===== src/rtl/pc_redirect_unit.sv =====
// Fetch PC owner: applies EX redirects and trap vectors, drains stale
// instruction-memory responses, and traps on misaligned branch targets.
module pc_redirect_unit #(
    parameter logic [31:0] RESET_PC    = 32'h0000_0000,
    parameter int          FLUSH_SLOTS = 2
) (
    input  logic        clk,
    input  logic        rst_n,
    input  logic        stall,
    input  logic        branch_valid,
    input  logic        branch_taken,
    input  logic [31:0] branch_target,
    input  logic        trap_req,
    input  logic [31:0] trap_vector,
    output logic [31:0] pc,
    output logic        flush,
    output logic        fetch_valid,
    output logic        misaligned_exc,
    output logic [31:0] misaligned_addr
);

    typedef enum logic [1:0] {
        RUN       = 2'd0,
        DRAIN     = 2'd1,
        TRAP_WAIT = 2'd2
    } state_t;

    localparam logic [3:0] SLOTS = 4'(FLUSH_SLOTS);

    state_t      state;
    state_t      state_next;
    logic [3:0]  cnt;
    logic [3:0]  cnt_next;
    logic [31:0] pc_next;
    logic        exc_next;
    logic [31:0] addr_next;
    logic        take;
    logic        good_take;
    logic        bad_take;

    // Branch inputs are dead while waiting for the trap redirect.
    assign take      = branch_valid & branch_taken & (state != TRAP_WAIT);
    assign good_take = take & (branch_target[1:0] == 2'b00);
    assign bad_take  = take & (branch_target[1:0] != 2'b00);

    always_ff @(posedge clk or negedge rst_n) begin
        if (!rst_n) begin
            state           <= RUN;
            cnt             <= 4'd0;
            pc              <= RESET_PC;
            fetch_valid     <= 1'b0;
            misaligned_exc  <= 1'b0;
            misaligned_addr <= 32'd0;
        end else begin
            state           <= state_next;
            cnt             <= cnt_next;
            pc              <= pc_next;
            fetch_valid     <= (state_next == RUN);
            misaligned_exc  <= exc_next;
            misaligned_addr <= addr_next;
        end
    end

    always_comb begin
        state_next = state;
        cnt_next   = cnt;
        pc_next    = pc;
        exc_next   = 1'b0;
        addr_next  = misaligned_addr;
        if (trap_req) begin
            pc_next    = trap_vector;
            cnt_next   = SLOTS;
            state_next = DRAIN;
        end else if (good_take) begin
            pc_next    = branch_target;
            cnt_next   = SLOTS;
            state_next = DRAIN;
        end else if (bad_take) begin
            exc_next   = 1'b1;
            addr_next  = branch_target;
            cnt_next   = 4'd0;
            state_next = TRAP_WAIT;
        end else if (state != TRAP_WAIT && !stall) begin
            pc_next = pc + 32'd4;
            if (state == DRAIN) begin
                cnt_next = cnt - 4'd1;
                if (cnt == 4'd1) begin
                    state_next = RUN;
                end
            end
        end
    end

    always_comb begin
        flush = trap_req | take;
    end

endmodule


===== config.mk =====
export PLATFORM = sky130hd
export DESIGN_NAME = pc_redirect_unit
export DESIGN_NICKNAME = d
export VERILOG_FILES = /design/src/rtl/pc_redirect_unit.sv
export SDC_FILE = /design/constraint.sdc
export NUM_CORES = 1
export LEC_CHECK = 0
export ABC_AREA = 1
export CAP_MARGIN = 20
export CORE_MARGIN = 2
export CORE_UTILIZATION = 44
export DETAILED_ROUTE_END_ITERATION = 6
export GPL_TIMING_DRIVEN = 0
export PLACE_DENSITY = 0.75
export SETUP_SLACK_MARGIN = 0.2
export SYNTH_ARGS = -nofsm -noshare
export SYNTH_HDL_FRONTEND = slang
export SYNTH_SLANG_ARGS = --single-unit

===== constraint.sdc =====
create_clock -name clk -period 1.95 [get_ports clk]
set_input_delay 0.4875 -clock clk [delete_from_list [all_inputs] [get_ports clk]]
set_output_delay 0.4875 -clock clk [all_outputs]
set_load 0.05 [all_outputs]

==> results of run 1 <==
-- metrics by stage --
| stage | power (mW) | utilization | cells | hold WS (ps) | setup WS (ps) |
|---|---|---|---|---|---|
| after floorplan | 3.45 | - | 647 | 192 | 231 |
| after global placement | 4.31 | 0.609 | 916 | 464 | -2340 |
| after detailed placement | 4.36 | 0.611 | 917 | 466 | -934 |
| after CTS | 5.62 | 0.645 | 941 | 140 | 176 |
| after global routing | 5.90 | 0.654 | 944 | 142 | 88.4 |
| final | 5.64 | 0.654 | 944 | 127 | 156 |
-- kinds of logic (layout without fill, tap and decap cells) --
| group | count (synthesis) | count (layout) | synth area share |
|---|---|---|---|
| xor+xnor | 6 | 6 | 0.0119 |
| buf+inv | 93 | 257 | 0.0918 |
| simple gates | 389 | 389 | 0.363 |
| compound gates | 84 | 84 | 0.117 |
| flops | 72 | 72 | 0.408 |
| fa+ha+maj | 3 | 3 | 0.00850 |
-- flip-flops by register name (all words and copies together) (netlist names) --
register and flops:
cnt 4, fetch_valid 1, misaligned_addr 32, state 2, misaligned_exc 1, pc 32
-- layer usage --
layer	vias to the layer above	GRT usage
met2	189	0.446
met1	2221	0.347
li1	2330	-
met4	0	0.0849
met3	23	0.0526
met5	-	0
-- layout make-up --
| type | instances | area [sq um] |
|---|---|---|
| flip-flops and latches | 72 | 1810 |
| repair buffers | 148 | 1450 |
| multi-input cells | 482 | 2300 |
| well taps | 133 | 166 |
| clock buffers | 10 | 128 |
| inverters | 71 | 279 |
| plain buffers | 22 | 176 |
| clock inverters | 6 | 90.1 |
| fillers | 886 | 3380 |
-- power by group through the flow --
stage | clock network [mW] | logic [mW] | registers [mW]
6_report | 1.35 | 2.29 | 2.01
5_1_grt | 1.42 | 2.44 | 2.04
4_1_cts | 1.36 | 2.26 | 1.99
3_5_place_dp | 0 | 2.34 | 2.02
3_3_place_gp | 0 | 2.30 | 2.01
2_1_floorplan | 0 | 0.649 | 2.80
-- how the worst min path moves through the flow --
stage,startpoint,endpoint,cells past startpoint
after floorplan,rst_n,cnt[0],0
after global placement,misaligned_addr[14],misaligned_addr[14],2
after detailed placement,misaligned_addr[14],misaligned_addr[14],2
after CTS,rst_n,misaligned_addr[7],2
after global routing,rst_n,misaligned_addr[3],2
final,rst_n,misaligned_addr[3],2
-- repair_timing --
| item | CTS | global route |
|---|---|---|
| endpoints found under the setup margin | 114 | 78 |
| cloned | 1 | 1 |
| pin swaps | 4 | 2 |
| hold endpoints to repair | 0 | 0 |
| resized for setup | 172 | 81 |
| setup buffers | 7 | 2 |
-- layout by cell type (no fill, tap or decap), types with 3 or more instances in the layout --
| master | Yosys | routed |
|---|---|---|
| sky130_fd_sc_hd__buf_2 | 12 | 16 |
| sky130_fd_sc_hd__o21ai_0 | 21 | 17 |
| sky130_fd_sc_hd__o211ai_1 | 3 | 3 |
| sky130_fd_sc_hd__inv_2 | 23 | 25 |
| sky130_fd_sc_hd__clkbuf_8 | 0 | 9 |
| sky130_fd_sc_hd__nand2_1 | 283 | 281 |
| sky130_fd_sc_hd__xor2_1 | 3 | 3 |
| sky130_fd_sc_hd__buf_6 | 4 | 5 |
| sky130_fd_sc_hd__inv_1 | 45 | 43 |
| sky130_fd_sc_hd__nand3_1 | 37 | 37 |
| sky130_fd_sc_hd__dfrtp_2 | 0 | 6 |
| sky130_fd_sc_hd__o21ai_2 | 19 | 21 |
| sky130_fd_sc_hd__xnor2_1 | 3 | 3 |
| sky130_fd_sc_hd__a21oi_1 | 23 | 17 |
| sky130_fd_sc_hd__clkdlybuf4s50_1 | 0 | 64 |
| sky130_fd_sc_hd__a21oi_2 | 0 | 6 |
| sky130_fd_sc_hd__nor2_2 | 5 | 4 |
| sky130_fd_sc_hd__nor2_4 | 1 | 7 |
| sky130_fd_sc_hd__clkbuf_2 | 0 | 11 |
| sky130_fd_sc_hd__dlygate4sd2_1 | 0 | 9 |
| sky130_fd_sc_hd__nor2_1 | 49 | 44 |
| sky130_fd_sc_hd__clkbuf_4 | 0 | 4 |
| sky130_fd_sc_hd__clkdlybuf4s15_1 | 0 | 22 |
| sky130_fd_sc_hd__clkdlybuf4s15_2 | 0 | 22 |
| sky130_fd_sc_hd__nand2_2 | 3 | 4 |
| sky130_fd_sc_hd__o21ai_1 | 11 | 13 |
| sky130_fd_sc_hd__dfrtp_1 | 72 | 66 |
| sky130_fd_sc_hd__buf_4 | 1 | 10 |
-- critical path, delay by kind of cell (launching register included) --
family	cells	cell delay, ps
AND/OR/NAND/NOR	3	230
flip-flops	1	410
buffers and inverters	4	310
==> reports/results.ini, run 1 <==
[pwr]
irDropWorstVdd_mv = 0.491
p_leak_nw = 3.21
power_density_nw_per_um2 = 883
sw_frac_of_total = 0.433
seqPwrFrac = 0.356
clkPwrFrac = 0.239
pwr-share-comb = 0.405
cellInternalPower_mw = 3.20
netSwitchingPower_mw = 2.44

[global_routing]
grt_pass1_vias = 4549
grt_max_degree = 73
wire_length_of_the_first_global_routing_pass_um = 23000
groute.usage.overall = 0.266
globalRouteOverflowTotal = 0
initial_antenna_violation_count = 0

[critical_path]
cpMaxStageDelayCell = sky130_fd_sc_hd__dfrtp_1
critical_path_class = reg2out
critPathCaptureType = output pin
crit_end = flush
worst-r2r-setup-slack_ps = 280
r2r.worst_path.cells = 14
critical_path.max_fanout = 3
cp.arrival_ps = 1310
crit-reg2reg-capture = pc[10]
worstPathRequired_ps = 1460
critical-path-max-stage-delay_ps = 410
startpoint_of_the_worst_register_to_register_path = state[0]
crit_path_start_kind = flip-flop
worstPathCellList = inv_2 > nand2_2 > nand2_2 > inv_4 > nor2_4 > inv_2 > buf_8
worstSetupStartpoint = state[0]

[drt]
detailroute.wirelength.met2_um = 6890
dr_total_vias = 4763
wl_met3_um = 986
firstDrtPassIters = 5
route.final.wire_length_um = 14400
postRouteAntennaNets = 0
vias_per_cell = 5.05
wl_per_cell_um = 15.3
remaining_drc_errors = 0
dr.max_layer_used = met4
drt-met1-wl_um = 6270
initialDrtViolationCount = 251

[placed_design]
placedInstanceArea_sq_um = 5970
gp_congestion = 0.942
dpl.hpwl_um = 10500
buffer_ports.inserted = 136

[synth]
synth.ff_latch_count = 72
post_synth_inst_count = 647
yosys-top-cells-count = 283 x sky130_fd_sc_hd__nand2_1, 72 x sky130_fd_sc_hd__dfrtp_1, 49 x sky130_fd_sc_hd__nor2_1
synth.avg_cell_area_sq_um = 6.83
synth-warning-count = 0
synth.area.top_cells = sky130_fd_sc_hd__dfrtp_1 41%, sky130_fd_sc_hd__nand2_1 24%, sky130_fd_sc_hd__nand3_1 4.2%
syn_nets = 720
yosysMostFrequentCell = sky130_fd_sc_hd__nand2_1
syn-cell-area_sq_um = 4420
post_synth_num_cell_types = 35
share_of_synthesized_flip_flops_with_an_asynchronous_set_or_reset = 1.00
synth-edff-count = 0
synthDominantAreaCellType = sky130_fd_sc_hd__dfrtp_1
synth_seq_area_share = 0.408
ys.flop_type = sky130_fd_sc_hd__dfrtp_1
synth_largest_type_area_fraction = 0.408

[clock_network]
cts-root-to-sink-buffers = 2
clk_latency_ps = 360
tritoncts_clock_tree = done
cts.htree.levels = 3
cts_hold_buf = 0
clkTransAtPathRegs_ps = 80
cts-root-buf = sky130_fd_sc_hd__clkbuf_8
clock_sinks = 72
numCtsBuffers = 9

[cells_and_area]
layout.cell_area.non_filler_sq_um = 6390
finish.net_count = 879
syn_to_final_growth_pct = 44.7
layout_cells_sized_above_1 = 0.212
insertedDiodeCount = 0

[sta]
achievable-frequency_mhz = 557
finalClockSkew_ps = 14.1
setup_total_negative_slack_ps = 0
maxSlewViolCount = 0
part_of_the_cycle_the_worst_path_needs = 0.920
worst-slew-pin-transition_ps = 515
rsz0062_at_grt = yes
final-hold-violation-count = 0
finalCriticalPeriod_ps = 1790
slew_headroom = 0.658
timing.final.setup_violations = 0

[floorplan]
core_area_sq_um = 9770
core.rowCount = 36
die_height_um = 104
initial_core_util = 0.452
ios = 137
dieArea_sq_um = 10900
die_width_um = 104

[run_status]
run_status = complete, no violations

[run]
max_cap_violations = 0

[min_path]
worstHoldPathType = in2async

No activity file was read; power rests on OpenSTA's default activity.
==> inputs of run 2 (changes only) <==
CELL_PAD_IN_SITES_DETAIL_PLACEMENT = 1   (was default)
CELL_PAD_IN_SITES_GLOBAL_PLACEMENT = 1   (was default)
CORE_UTILIZATION = 33   (was 44)
HOLD_SLACK_MARGIN = 0.06   (was default)
PLACE_DENSITY = 0.8   (was 0.75)
==> reports/results.ini, run 2 (synthesis results as in run 1) <==
[placed_design]
post-place-cells = 960  ; +4.7%
buffer_ports.inserted = 136  ; unchanged
gp_congestion = 0.876  ; -6.9%
placedInstanceArea_sq_um = 6030  ; +0.90%
dpl.hpwl_um = 13100  ; +25%

[global_routing]
groute.usage.overall = 0.247  ; -0.0189
wire_length_of_the_first_global_routing_pass_um = 27600  ; +20%
globalRouteOverflowTotal = 0  ; unchanged
initial_antenna_violation_count = 0  ; unchanged
grt_pass1_vias = 5176  ; +14%
grt_max_degree = 52  ; -29%

[floorplan]
initial_core_util = 0.336  ; -0.116
ios = 137  ; unchanged
core.rowCount = 42  ; +17%
die_width_um = 120  ; +15%
die_height_um = 120  ; +15%
dieArea_sq_um = 14300  ; +32%
core_area_sq_um = 13100  ; +34%

[pwr]
p_leak_nw = 3.28  ; +2.2%
clkPwrFrac = 0.286  ; +0.047
pwr-share-comb = 0.382  ; -0.023
sw_frac_of_total = 0.416  ; -0.0172
power_density_nw_per_um2 = 934  ; +5.7%
power.total_mw = 6.10  ; +8.0%
cellInternalPower_mw = 3.56  ; +11%
irDropWorstVdd_mv = 0.472  ; -3.9%
netSwitchingPower_mw = 2.53  ; +3.7%
seqPwrFrac = 0.332  ; -0.024

[sta]
achievable-frequency_mhz = 539  ; -3.2%
rsz0062_at_grt = yes
worst-slew-pin-transition_ps = 517  ; +2.03 ps
finalClockSkew_ps = 10.7  ; -3.40 ps
timing.final.setup_violations = 0  ; unchanged
slew_headroom = 0.657  ; -0.00134
final-hold-violation-count = 0  ; unchanged
maxSlewViolCount = 0  ; unchanged
finalCriticalPeriod_ps = 1850  ; +59.3 ps
part_of_the_cycle_the_worst_path_needs = 0.951  ; +0.0304
hold_ws_ps = 455  ; +327 ps

[critical_path]
bufs_and_invs_on_worst_path = 4  ; unchanged
critical_path.max_fanout = 4  ; +1
worstPathCellList = inv_2 > nand2_2 > nand2_4 > inv_8 > nor2_4 > inv_2 > buf_8
critPathCaptureType = output pin
crit_path_start_kind = flip-flop
worstPathRequired_ps = 1460  ; about the same
cpMaxStageDelayCell = sky130_fd_sc_hd__dfrtp_1
cp.arrival_ps = 1370  ; +60 ps
timing.critical_path.max_delay_family = flip-flops
critical_path_class = reg2out
crit_top_cell = sky130_fd_sc_hd__inv_2
critical-path-max-stage-delay_ps = 410  ; about the same

[run]
max_cap_violations = 0  ; unchanged

[clock_network]
cts.htree.levels = 3  ; unchanged
tritoncts_clock_tree = done
numCtsBuffers = 9  ; unchanged
cts-root-buf = sky130_fd_sc_hd__clkbuf_16
clk_latency_ps = 340  ; -20 ps
cts-root-to-sink-buffers = 2  ; unchanged
clkTransAtPathRegs_ps = 60  ; -20 ps
clock_sinks = 72  ; unchanged

[cells_and_area]
final-instance-count-excl-fill = 984  ; +4.2%
layout_top_registers = misaligned_addr: 32 flops, pc: 32 flops, cnt: 4 flops
most_frequent_cells_in_the_layout = 281 x sky130_fd_sc_hd__nand2_1, 63 x sky130_fd_sc_hd__clkdlybuf4s50_1, 62 x sky130_fd_sc_hd__dfrtp_1
insertedDiodeCount = 0  ; unchanged
syn_to_final_growth_pct = 47.8
layout_cells_sized_above_1 = 0.199  ; -0.0128
post-route-util = 0.497  ; -0.157
layout.cell_area.non_filler_sq_um = 6530  ; +2.2%
final_common_cell = sky130_fd_sc_hd__nand2_1
finish.net_count = 877  ; -0.23%

[drt]
vias_per_cell = 4.90  ; -2.9%
firstDrtPassIters = 4  ; -1
postRouteAntennaNets = 0  ; unchanged
remaining_drc_errors = 0  ; unchanged
wl_per_cell_um = 17.7  ; +16%
route.final.wire_length_um = 17400  ; +21%
dr_total_vias = 4823  ; +1.3%
initialDrtViolationCount = 229  ; -8.8%

[min_path]
worstHoldPathType = in2reg

[run_status]
run_status = complete, no violations

## run 2: power by group through the flow
| stage | combinational (mW) | sequential (mW) | clock [mW] |
|---|---|---|---|
| 3_3_place_gp | 2.32 | 2.02 | 0 |
| 4_1_cts | 2.31 | 2.01 | 1.77 |
| 6_report | 2.33 | 2.02 | 1.75 |
| 2_1_floorplan | 0.649 | 2.80 | 0 |
| 3_5_place_dp | 2.39 | 2.04 | 0 |
| 5_1_grt | 2.50 | 2.06 | 1.83 |
## run 2: final timing paths
path,slack (ps),cells past startpoint,to,start
max,100,7,flush,state[0]
min,450,3,misaligned_addr[0],branch_target[0]
max reg2reg,240,11,pc[15],state[0]
min reg2reg,480,2,misaligned_addr[0],misaligned_addr[0]
max in group asynchronous,760,3,pc[14],rst_n
min in group asynchronous,600,2,pc[23],rst_n
## run 2: final cells by class
class                      instances  area [sq um]
buffer                            22           169
clock buffer                      13           270
sequential                        72          1810
multi-input combinational        482          2300
inverter                          71           282
tap                              176           220
timing repair buffer             146          1430
clock inverter                     2          37.5
fill                            1688          6610
## run 2: per-stage QoR
step,worst slack [ps],setup TNS (ps)
6_report,96.2,0
5_1_grt,59.4,0
4_1_cts,137,0
3_5_place_dp,-948,-16010
3_3_place_gp,-2490,-172070
2_1_floorplan,231,0
## run 2: worst min-delay path, delay by kind of cell
family	cells	cell delay, ps
buffers and inverters	1	150
and+or+nand+nor	2	120
## run 2: repair_timing
item | CTS | global route
hold endpoints to repair | 18 | 0
gates resized for setup | 153 | 53
setup endpoints to repair | 127 | 56
hold buffers | 1 | 0
pin swaps | 3 | 5
buffers inserted | 6 | 2
## run 2: per-layer routing
layer | global-route usage | wire length, um
met1 | 0.319 | 7650
met3 | 0.0356 | 640
met5 | 0 | 0
met4 | 0.0801 | 333
met2 | 0.428 | 8820
==> inputs of run 3 (changes only) <==
--- a/config.mk
+++ b/config.mk
@@ -14,2 +14,3 @@
 export DETAILED_ROUTE_END_ITERATION = 6
+export GPL_ROUTABILITY_DRIVEN = 0
 export GPL_TIMING_DRIVEN = 0
@@ -18,2 +19,3 @@
 export SETUP_SLACK_MARGIN = 0.2
+export SLEW_MARGIN = 20
 export SYNTH_ARGS = -nofsm -noshare
--- a/constraint.sdc
+++ b/constraint.sdc
@@ -3,2 +3,2 @@
 set_output_delay 0.4875 -clock clk [all_outputs]
-set_load 0.05 [all_outputs]
+set_load 0.005 [all_outputs]
==> reports/results.ini, run 3 (synthesis results as in run 1) <==
[clock_network]
clk_latency_ps = 350  ; about the same
clock_sinks = 72  ; unchanged
cts-root-buf = sky130_fd_sc_hd__clkbuf_16
numCtsBuffers = 9  ; unchanged
clkTransAtPathRegs_ps = 60  ; about the same
cts.htree.levels = 3  ; unchanged
cts-root-to-sink-buffers = 2  ; unchanged
tritoncts_clock_tree = done

[critical_path]
critical_path.max_fanout = 3  ; -1
worstPathCellList = inv_2 > nand2_2 > nand2_2 > inv_4 > nor2_4 > inv_2 > buf_6
cpMaxStageDelayCell = sky130_fd_sc_hd__dfrtp_1
worstPathRequired_ps = 1460  ; about the same
critPathCaptureType = output pin
timing.critical_path.max_delay_family = flip-flops
bufs_and_invs_on_worst_path = 4  ; unchanged
crit_path_start_kind = flip-flop
cp.arrival_ps = 1290  ; -80 ps
critical_path_class = reg2out
critical-path-max-stage-delay_ps = 410  ; about the same

[global_routing]
groute.usage.overall = 0.243  ; -0.00403
globalRouteOverflowTotal = 0  ; unchanged
initial_antenna_violation_count = 0  ; unchanged
grt_max_degree = 53  ; +1.9%
wire_length_of_the_first_global_routing_pass_um = 27100  ; -1.7%
grt_pass1_vias = 5201  ; +0.48%

[floorplan]
ios = 137  ; unchanged
core_area_sq_um = 13100  ; unchanged
die_height_um = 120  ; unchanged
dieArea_sq_um = 14300  ; unchanged
die_width_um = 120  ; unchanged
initial_core_util = 0.336  ; unchanged
core.rowCount = 42  ; unchanged

[cells_and_area]
finish.net_count = 909  ; +3.6%
layout.cell_area.non_filler_sq_um = 6940  ; +6.2%
layout_cells_sized_above_1 = 0.220  ; +0.0207
insertedDiodeCount = 0  ; unchanged
syn_to_final_growth_pct = 57.0
layout_top_registers = misaligned_addr: 32 flops, pc: 32 flops, cnt: 4 flops
post-route-util = 0.528  ; +0.0310
final_common_cell = sky130_fd_sc_hd__nand2_1
most_frequent_cells_in_the_layout = 278 x sky130_fd_sc_hd__nand2_1, 122 x sky130_fd_sc_hd__clkdlybuf4s50_1, 52 x sky130_fd_sc_hd__dfrtp_1

[pwr]
power.total_mw = 5.56  ; -8.8%
clkPwrFrac = 0.306  ; +0.020
seqPwrFrac = 0.347  ; +0.015
power_density_nw_per_um2 = 801  ; -14%
irDropWorstVdd_mv = 0.350  ; -26%
cellInternalPower_mw = 3.76  ; +5.4%
pwr-share-comb = 0.347  ; -0.035
sw_frac_of_total = 0.324  ; -0.0913
p_leak_nw = 3.39  ; +3.3%
netSwitchingPower_mw = 1.80  ; -29%

[drt]
drt-met1-wl_um = 7890  ; +3.1%
vias_per_cell = 4.96  ; +1.2%
wl_per_cell_um = 17.8  ; +0.67%
dr.max_layer_used = met4
remaining_drc_errors = 0  ; unchanged
initialDrtViolationCount = 405  ; +77%
route.final.wire_length_um = 18100  ; +4.0%
firstDrtPassIters = 5  ; +1
wl_met3_um = 837  ; +31%
dr_total_vias = 5047  ; +4.6%
postRouteAntennaNets = 0  ; unchanged
detailroute.wirelength.met2_um = 9060  ; +2.7%

[placed_design]
dpl.hpwl_um = 12600  ; -4.1%
buffer_ports.inserted = 136  ; unchanged
placedInstanceArea_sq_um = 6020  ; about the same

[sta]
final-hold-violation-count = 0  ; unchanged
finalCriticalPeriod_ps = 1770  ; -80.7 ps
part_of_the_cycle_the_worst_path_needs = 0.909  ; -0.0414
hold_ws_ps = 459  ; +4.66 ps
slew_headroom = 0.650  ; -0.00734
rsz0062_at_grt = yes
finalClockSkew_ps = 6.75  ; -3.97 ps
worst-slew-pin-transition_ps = 526  ; +8.99 ps
timing.final.setup_violations = 0  ; unchanged
maxSlewViolCount = 0  ; unchanged
achievable-frequency_mhz = 564  ; +4.6%

[run_status]
run_status = complete, no violations

[min_path]
worstHoldPathType = in2reg

[run]
max_cap_violations = 0  ; unchanged

run 3: path summary, 6_finish.rpt:
kind / start / to / slack (ps) / cells after the start
worst max-delay path: state[0] / flush / 180 / 7
worst min-delay path: branch_target[1] / misaligned_addr[1] / 460 / 3
worst max register to register: state[0] / pc[8] / 220 / 14
worst min register to register: misaligned_addr[29] / misaligned_addr[29] / 480 / 2
max in group asynchronous: rst_n / pc[28] / 760 / 3
min in group asynchronous: rst_n / misaligned_addr[7] / 590 / 2
run 3: through the flow:
stage	TNS (ps)	setup slack [ps]	instances
final	0	177	1017
after floorplan	0	407	647
after detailed placement	-14850	-660	960
after CTS	0	76.9	1007
after global placement	-168860	-2190	959
after global routing	0	127	1017
run 3: routing by layer:
metal,GRT usage,vias to the layer above
met3,0.0295,24
li1,-,2401
met4,0.0897,0
met1,0.318,2479
met2,0.414,143
met5,0,-
run 3: tightest hold or removal path, cell delays in order:
cell,delay [ps]
sky130_fd_sc_hd__dlymetal6s2s_1,160
sky130_fd_sc_hd__nand2_1,70
sky130_fd_sc_hd__nand2_1,50
run 3: repair_timing:
item,in CTS,in global routing
pin swaps,3,14
gates resized for setup,51,52
hold buffers,1,0
gates cloned,0,3
buffers inserted,30,7
hold endpoints to repair,20,0
endpoints found under the setup margin,91,40
run 3: cell type report:
type                            count  area [sq um]
Clock inverter                      6          58.8
Tap cell                          176           220
Inverter                           71           284
Clock buffer                       10           239
Timing Repair Buffer              177          1730
Fill cell                        1683          6200
Buffer                             22           180
Sequential cell                    72          1830
Multi-Input combinational cell    483          2390
run 3: power by group through the flow:
| stage | sequential (mW) | clock, mW | combinational (mW) |
|---|---|---|---|
| after floorplan | 1.99 | 0 | 0.644 |
| after global placement | 2.02 | 0 | 1.48 |
| after detailed placement | 2.03 | 0 | 1.54 |
| after CTS | 1.92 | 1.71 | 1.82 |
| after global routing | 1.96 | 1.76 | 2.10 |
| final | 1.93 | 1.70 | 1.93 |
